$ cat src/rtl/lsu_pkg.sv
// Shared types and encodings for the load/store unit controller.
package lsu_pkg;

  localparam int unsigned BeWidth = 4;

  typedef enum logic [1:0] {IDLE, REQ, WAIT, DONE} lsu_state_e;

  localparam logic [2:0] LoadLb  = 3'b000;
  localparam logic [2:0] LoadLh  = 3'b001;
  localparam logic [2:0] LoadLw  = 3'b010;
  localparam logic [2:0] LoadLbu = 3'b100;
  localparam logic [2:0] LoadLhu = 3'b101;

  localparam logic [1:0] StoreSb = 2'b00;
  localparam logic [1:0] StoreSh = 2'b01;
  localparam logic [1:0] StoreSw = 2'b10;

  // Access size shares the store encoding; loads use LoadSrc[1:0].
  localparam logic [1:0] SizeByte = 2'b00;
  localparam logic [1:0] SizeHalf = 2'b01;
  localparam logic [1:0] SizeWord = 2'b10;

  function automatic logic [BeWidth-1:0] byte_en(input logic [1:0] size, input logic [1:0] off);
    logic [BeWidth-1:0] be;
    case (size)
      SizeByte: be = 4'b0001 << off;
      SizeHalf: be = 4'b0011 << {off[1], 1'b0};
      default:  be = 4'b1111;
    endcase
    return be;
  endfunction

  function automatic logic is_misaligned(input logic [1:0] size, input logic [1:0] off);
    return ((size == SizeHalf) && off[0]) || ((size == SizeWord) && (off != 2'b00));
  endfunction

endpackage

$ cat src/rtl/load_align.sv
// Shifts the returned word down to the accessed byte lane and extends it to full width.
module load_align
  import lsu_pkg::*;
#(
  parameter int unsigned DATA_WIDTH = 32
) (
  input  logic [DATA_WIDTH-1:0] rdata,
  input  logic [1:0]            offset,
  input  logic [2:0]            load_src,
  output logic [DATA_WIDTH-1:0] result
);

  logic [DATA_WIDTH-1:0] shifted;

  assign shifted = rdata >> {offset, 3'b000};

  always_comb begin
    result = '0;
    case (load_src)
      LoadLb:  result = {{(DATA_WIDTH-8){shifted[7]}}, shifted[7:0]};
      LoadLh:  result = {{(DATA_WIDTH-16){shifted[15]}}, shifted[15:0]};
      LoadLw:  result = shifted;
      LoadLbu: result = {{(DATA_WIDTH-8){1'b0}}, shifted[7:0]};
      LoadLhu: result = {{(DATA_WIDTH-16){1'b0}}, shifted[15:0]};
      default: result = '0;
    endcase
  end

endmodule

$ cat src/rtl/lsu_ctrl.sv
// MEM-stage load/store sequencer: issues one memory request per access and stalls the
// pipeline until it completes; load data is aligned and registered on return.
module lsu_ctrl
  import lsu_pkg::*;
#(
  parameter int unsigned ADDR_WIDTH = 32,
  parameter int unsigned DATA_WIDTH = 32
) (
  input  logic                  clk,
  input  logic                  reset,
  input  logic                  MemReadM,
  input  logic                  MemWriteM,
  input  logic [2:0]            LoadSrcM,
  input  logic [1:0]            StoreSrcM,
  input  logic [ADDR_WIDTH-1:0] ALUResultM,
  input  logic [DATA_WIDTH-1:0] WriteDataM,
  input  logic                  FlushM,
  output logic                  MemReq,
  output logic                  MemWe,
  output logic [ADDR_WIDTH-1:0] MemAddr,
  output logic [DATA_WIDTH-1:0] MemWData,
  output logic [BeWidth-1:0]    MemBe,
  input  logic                  MemGnt,
  input  logic                  MemRValid,
  input  logic [DATA_WIDTH-1:0] MemRData,
  output logic [DATA_WIDTH-1:0] ReadPartDataM,
  output logic                  LsuStall,
  output logic                  MisalignM
);

  lsu_state_e state_q, state_d;

  logic                  load_q;
  logic [2:0]            lsrc_q;
  logic [ADDR_WIDTH-1:0] addr_q;
  logic [DATA_WIDTH-1:0] wdata_q;
  logic [BeWidth-1:0]    be_q;
  logic [DATA_WIDTH-1:0] rdata_q;
  logic                  flushed_q, flushed_d;

  logic                  access;
  logic [1:0]            size;
  logic                  misaligned;
  logic                  start;
  logic                  capture;
  logic [DATA_WIDTH-1:0] wdata_rep;
  logic [DATA_WIDTH-1:0] aligned;

  // A simultaneous read and write is treated as a load.
  assign access     = MemReadM | MemWriteM;
  assign size       = MemReadM ? LoadSrcM[1:0] : StoreSrcM;
  assign misaligned = is_misaligned(size, ALUResultM[1:0]);
  assign start      = (state_q == IDLE) && access && !FlushM && !misaligned;
  assign capture    = (state_q == WAIT) && MemRValid && !flushed_q && !FlushM;

  always_comb begin
    case (StoreSrcM)
      StoreSb: wdata_rep = {(DATA_WIDTH/8){WriteDataM[7:0]}};
      StoreSh: wdata_rep = {(DATA_WIDTH/16){WriteDataM[15:0]}};
      default: wdata_rep = WriteDataM;
    endcase
  end

  always_comb begin
    state_d   = state_q;
    flushed_d = flushed_q;
    unique case (state_q)
      IDLE: begin
        flushed_d = 1'b0;
        if (start) state_d = REQ;
      end
      REQ: begin
        // A flush coinciding with the grant cannot retract the request; it only drops the data.
        if (MemGnt) begin
          state_d   = load_q ? WAIT : DONE;
          flushed_d = FlushM;
        end else if (FlushM) begin
          state_d = IDLE;
        end
      end
      WAIT: begin
        if (FlushM) flushed_d = 1'b1;
        if (MemRValid) state_d = (flushed_q || FlushM) ? IDLE : DONE;
      end
      DONE: state_d = IDLE;
    endcase
  end

  always_ff @(posedge clk or posedge reset) begin
    if (reset) begin
      state_q   <= IDLE;
      flushed_q <= 1'b0;
      load_q    <= 1'b0;
      lsrc_q    <= '0;
      addr_q    <= '0;
      wdata_q   <= '0;
      be_q      <= '0;
      rdata_q   <= '0;
    end else begin
      state_q   <= state_d;
      flushed_q <= flushed_d;
      if (start) begin
        load_q  <= MemReadM;
        lsrc_q  <= LoadSrcM;
        addr_q  <= ALUResultM;
        wdata_q <= MemReadM ? '0 : wdata_rep;
        be_q    <= byte_en(size, ALUResultM[1:0]);
      end
      if (capture) rdata_q <= aligned;
    end
  end

  load_align #(
    .DATA_WIDTH(DATA_WIDTH)
  ) u_load_align (
    .rdata   (MemRData),
    .offset  (addr_q[1:0]),
    .load_src(lsrc_q),
    .result  (aligned)
  );

  assign MemReq        = (state_q == REQ);
  assign MemWe         = MemReq && !load_q;
  assign MemAddr       = {addr_q[ADDR_WIDTH-1:2], 2'b00};
  assign MemWData      = wdata_q;
  assign MemBe         = be_q;
  assign ReadPartDataM = rdata_q;
  assign LsuStall      = start || (state_q == REQ) || (state_q == WAIT);
  assign MisalignM     = (state_q == IDLE) && access && misaligned;

endmodule

$ cat config.mk
export PLATFORM = sky130hd
export DESIGN_NAME = lsu_ctrl
export DESIGN_NICKNAME = d
export VERILOG_FILES = /design/src/rtl/lsu_pkg.sv /design/src/rtl/load_align.sv /design/src/rtl/lsu_ctrl.sv
export SDC_FILE = /design/constraint.sdc
export NUM_CORES = 1
export LEC_CHECK = 0
export ABC_AREA = 1
export BUFFER_PORTS_ARGS = -buffer_cell sky130_fd_sc_hd__buf_2
export CAP_MARGIN = 15
export CORE_MARGIN = 2
export CORE_UTILIZATION = 54
export DETAILED_ROUTE_END_ITERATION = 6
export PLACE_DENSITY = 0.86
export SLEW_MARGIN = 20
export SYNTH_ARGS = -nofsm -noshare
export SYNTH_HDL_FRONTEND = slang
export SYNTH_SLANG_ARGS = --single-unit
$ cat constraint.sdc
create_clock -name clk -period 9.12 [get_ports clk]
set_input_delay 0.912 -clock clk [delete_from_list [all_inputs] [get_ports clk]]
set_output_delay 0.912 -clock clk [all_outputs]
set_load 0.01 [all_outputs]
==> key figures <==
Run status
  • Run status: finished, final reports clean

Layout
  • Post-route insts no fill: 1067
  • Fillers: 927
  • Count of inserted antenna diode cells: 0
  • Synth-to-Final Area Change: 15.90%
  • Share of final-layout standard cells stronger than drive strength 1: 26.21%
  • Layout Cell Area excl Fill: 6648 um2
  • Nets: 1039
  • Finished Core Util: 64.39%

Synthesis
  • Distinct cell type count of the synthesized netlist: 32
  • Summed instance area of the synthesized netlist: 5736 um2
  • Leading register cell type out of synthesis: dfrtp_1
  • Post-synth ARST share: 100.0%
  • Avg Inst Size Synth: 7.420 um2
  • Number of synthesized flops with an enable pin: 0
  • Number of storage elements in the synthesis netlist: 107
  • Gate count after technology mapping: 773
  • Number of warnings printed during yosys synthesis: 0
  • Sequential share of the synthesized area: 46.68%

Setup path
  • Max incr delay on CP: 390 ps
  • Most frequent cell on the critical path: buf_2
  • Number of cells on the worst reg-to-reg path: 7
  • Largest delay share family, worst path: buffers and inverters
  • Maximum fanout encountered on the critical timing path: 31
  • Master of the slowest instance on the critical path: inv_2
  • Nature of the critical path startpoint: primary input
  • Cell Chain, Critical Path: buf_2 > inv_2 > nand2_1 > nand2_2 > nand3_2 > nand3_4 > nand3_1 > buf_2
  • Source of the worst register-to-register timing path: addr_q[0]$_DFFE_PP0P_
  • Endpoint class of the critical path: primary output
  • R2R setup slack: 6200 ps
  • Type of the setup path with the least slack: primary input to primary output
  • Worst path buffer plus inverter count: 3
  • Worst reg2reg path endpoint: ReadPartDataM[10]$_DFFE_PP0P_
  • Critical Path AT: 2210 ps
  • Critical path data required time: 8210 ps

Timing
  • Highest achievable clock rate: 320.6 MHz
  • Clock period minus final worst setup slack: 3119 ps
  • Hold violation total from the final report: 0
  • Unrepaired setup endpoints after global routing: no
  • Final setup violation count: 0
  • Portion of the clock cycle consumed by the worst path in the final layout: 34.20%
  • Clock tree skew after final layout: 9.319 ps
  • Final-report max-slew violation count: 0
  • Worst slew pin tran: 945.1 ps
  • Setup TNS: 0 ps
  • Max-slew headroom at the worst pin: 36.81%

Floorplan
  • Count of standard-cell rows: 37
  • Die span in y: 107.1 um
  • Initial standard-cell utilization of the core: 55.56%
  • Area of the placeable core: 10320 um2
  • Die Span X: 107.1 um
  • Total die area: 11460 um2
  • Number of primary I/O pins: 212

CTS
  • Setup Fix Bufs, Post-CTS: 0
  • Number of levels in the clock H-tree: 3
  • Cts-stage hold buffer count: 0
  • Clock buffer count from CTS: 9
  • Worst-case clock buffer depth: 2
  • Skew-Pair Late Insertion Delay: 360 ps
  • Sink count of the clock tree: 107
  • Post-CTS clock slew at the launch and capture registers of the worst setup and hold paths: 90 ps
  • Buffer type at the clock tree root: clkbuf_8
  • Clock tree from TritonCTS: done
  • Post-cts repair resize count: 0

Power and ir drop
  • Peak supply drop: 164.2 uV
  • Power per cell area: 295.1 nW/um2
  • Leak: 3.993 nW

GRT
  • Maximum number of pins on one net before global-route repair: 83
  • Wire length of the first global-routing pass: 23.76 mm
  • Most used routing layer: met2
  • Vias in the first global route: 4938
  • All-Layer GR Usage: 25.94%
  • Number of antenna violations at the first check in global routing: 0
  • Met3 track demand over resource in global routing: 5.897%
  • Global-route congestion overflow total: 0
  • Met2 layer usage reported by global route: 40.51%
  • Global routing usage on met1: 35.91%

Detailed routing
  • Via count: 5409
  • First-pass DRT Iterations: 6
  • Wirelength per Cell: 13.70 um
  • DRC Markers: 0
  • Total routed wirelength: 14.62 mm
  • Vias per cell: 5.069
  • DRT antenna net count: 0
  • Detailed router's first-iteration violation count: 428

Hold path
  • Hold Crit Depth: 2
  • Tightest Hold Check Type: flip-flop to flip-flop
  • End of the worst hold path: ReadPartDataM[31]$_DFFE_PP0P_
  • Hold Crit Start: ReadPartDataM[31]$_DFFE_PP0P_

Job
  • Number of max-cap violations: 0

Place
  • Routability Congestion: 0.9355
  • Post-DP Area: 6465 um2
  • Number of input and output port buffers inserted: 209
  • Detailed-placement wirelength estimate: 10.33 mm
  • DP Cell Count: 1051
[synthesized netlist by cell type, types with 2 or more instances]
cell,instances,share of area (%)
nand2_1,420,27
o21ai_1,15,1.3
buf_2,15,1.3
nor2_2,4,0.44
a21oi_1,3,0.26
buf_4,36,4.7
ha_1,5,1.1
clkbuf_1,7,0.46
or2_1,3,0.33
inv_2,3,0.20
inv_1,24,1.6
nand2_2,2,0.22
buf_6,10,2.0
nand3_2,2,0.35
o2111ai_1,4,0.61
o21a_1,12,1.6
nor2_1,9,0.59
o21ai_0,29,2.5
nand3_1,51,4.5
dfrtp_1,107,47
[power by group]
part / total, mW / leakage (nW) / internal (mW) / switching [mW]
clock network: 0.268 / 0.0977 / 0.108 / 0.161
registers: 0.808 / 1.39 / 0.672 / 0.136
logic: 0.885 / 2.51 / 0.337 / 0.548
[through the flow]
| step | worst slack, ps | hold WS [ps] | power (mW) |
|---|---|---|---|
| after floorplan | 5391 | 450.0 | 1.468 |
| after global placement | 5945 | 457.3 | 1.675 |
| after detailed placement | 5892 | 459.7 | 1.697 |
| after CTS | 6009 | 484.9 | 1.974 |
| after global routing | 5857 | 502.9 | 2.134 |
| final | 6001 | 482.1 | 1.962 |
[per-layer routing]
| metal | wire length [um] | part of all wire, % |
|---|---|---|
| met5 | 0 | 0 |
| met4 | 223 | 1.5 |
| met3 | 1204 | 8.2 |
| met2 | 6984 | 48 |
| met1 | 6205 | 42 |
[final cells by class]
type,instances,area [um2],area share [%]
repair buffers,211,1061,15.96
clock inverters,6,40.04,0.6023
well taps,136,170.2,2.560
clock buffers,10,137.6,2.070
multi-input cells,568,2440,36.70
flip-flops and latches,107,2678,40.28
inverters,29,121.4,1.826
[worst max-delay path by stage]
stage	startpoint	endpoint	cells after the start
2_1_floorplan	reset	MemBe[0]$_DFFE_PP0P_	1
3_3_place_gp	StoreSrcM[1]	MemWData[27]$_DFFE_PP0P_	10
3_5_place_dp	StoreSrcM[1]	MemWData[7]$_DFFE_PP0P_	10
4_1_cts	StoreSrcM[1]	LsuStall	8
5_1_grt	StoreSrcM[1]	LsuStall	8
6_report	StoreSrcM[1]	LsuStall	8
[cell families after synthesis]
| logic type | Yosys count | share of synthesized area [%] |
|---|---|---|
| simple gates | 496 | 34.66 |
| flops | 107 | 46.68 |
| buf+inv | 99 | 10.93 |
| compound gates | 65 | 6.566 |
| fa+ha+maj | 5 | 1.091 |
| other cells | 1 | 0.06538 |
[cell usage in the layout, fill, tap and decap left out, types with 3 or more instances in the layout]
master | Yosys | layout
dfrtp_1 | 107 | 107
o21ai_0 | 29 | 29
nor2_2 | 4 | 3
nor2_1 | 9 | 9
clkinv_2 | 0 | 4
o21ai_1 | 15 | 15
o2111ai_1 | 4 | 4
a21oi_1 | 3 | 3
inv_1 | 24 | 23
nand3_1 | 51 | 51
o21a_1 | 12 | 12
ha_1 | 5 | 5
or2_1 | 3 | 3
nand2_1 | 420 | 420
inv_2 | 3 | 3
clkbuf_8 | 0 | 10
buf_2 | 15 | 209
[registers in the layout, indices dropped and copies added, names as in the netlist]
signal and cells:
MemWData 32, ReadPartDataM 32, addr_q 32, MemBe 4
lsrc_q 3, state_q 2, flushed_q 1, load_q 1
[worst reg2reg max path: stages, from the launching register on]
cell,delay (ps)
dfrtp_1,940
inv_2,490
nand2_1,150
nand3_1,120
nand4_1,730
o21ai_0,250
nand2_1,110
nand2_1,50
(Power assumes the default switching activity.)
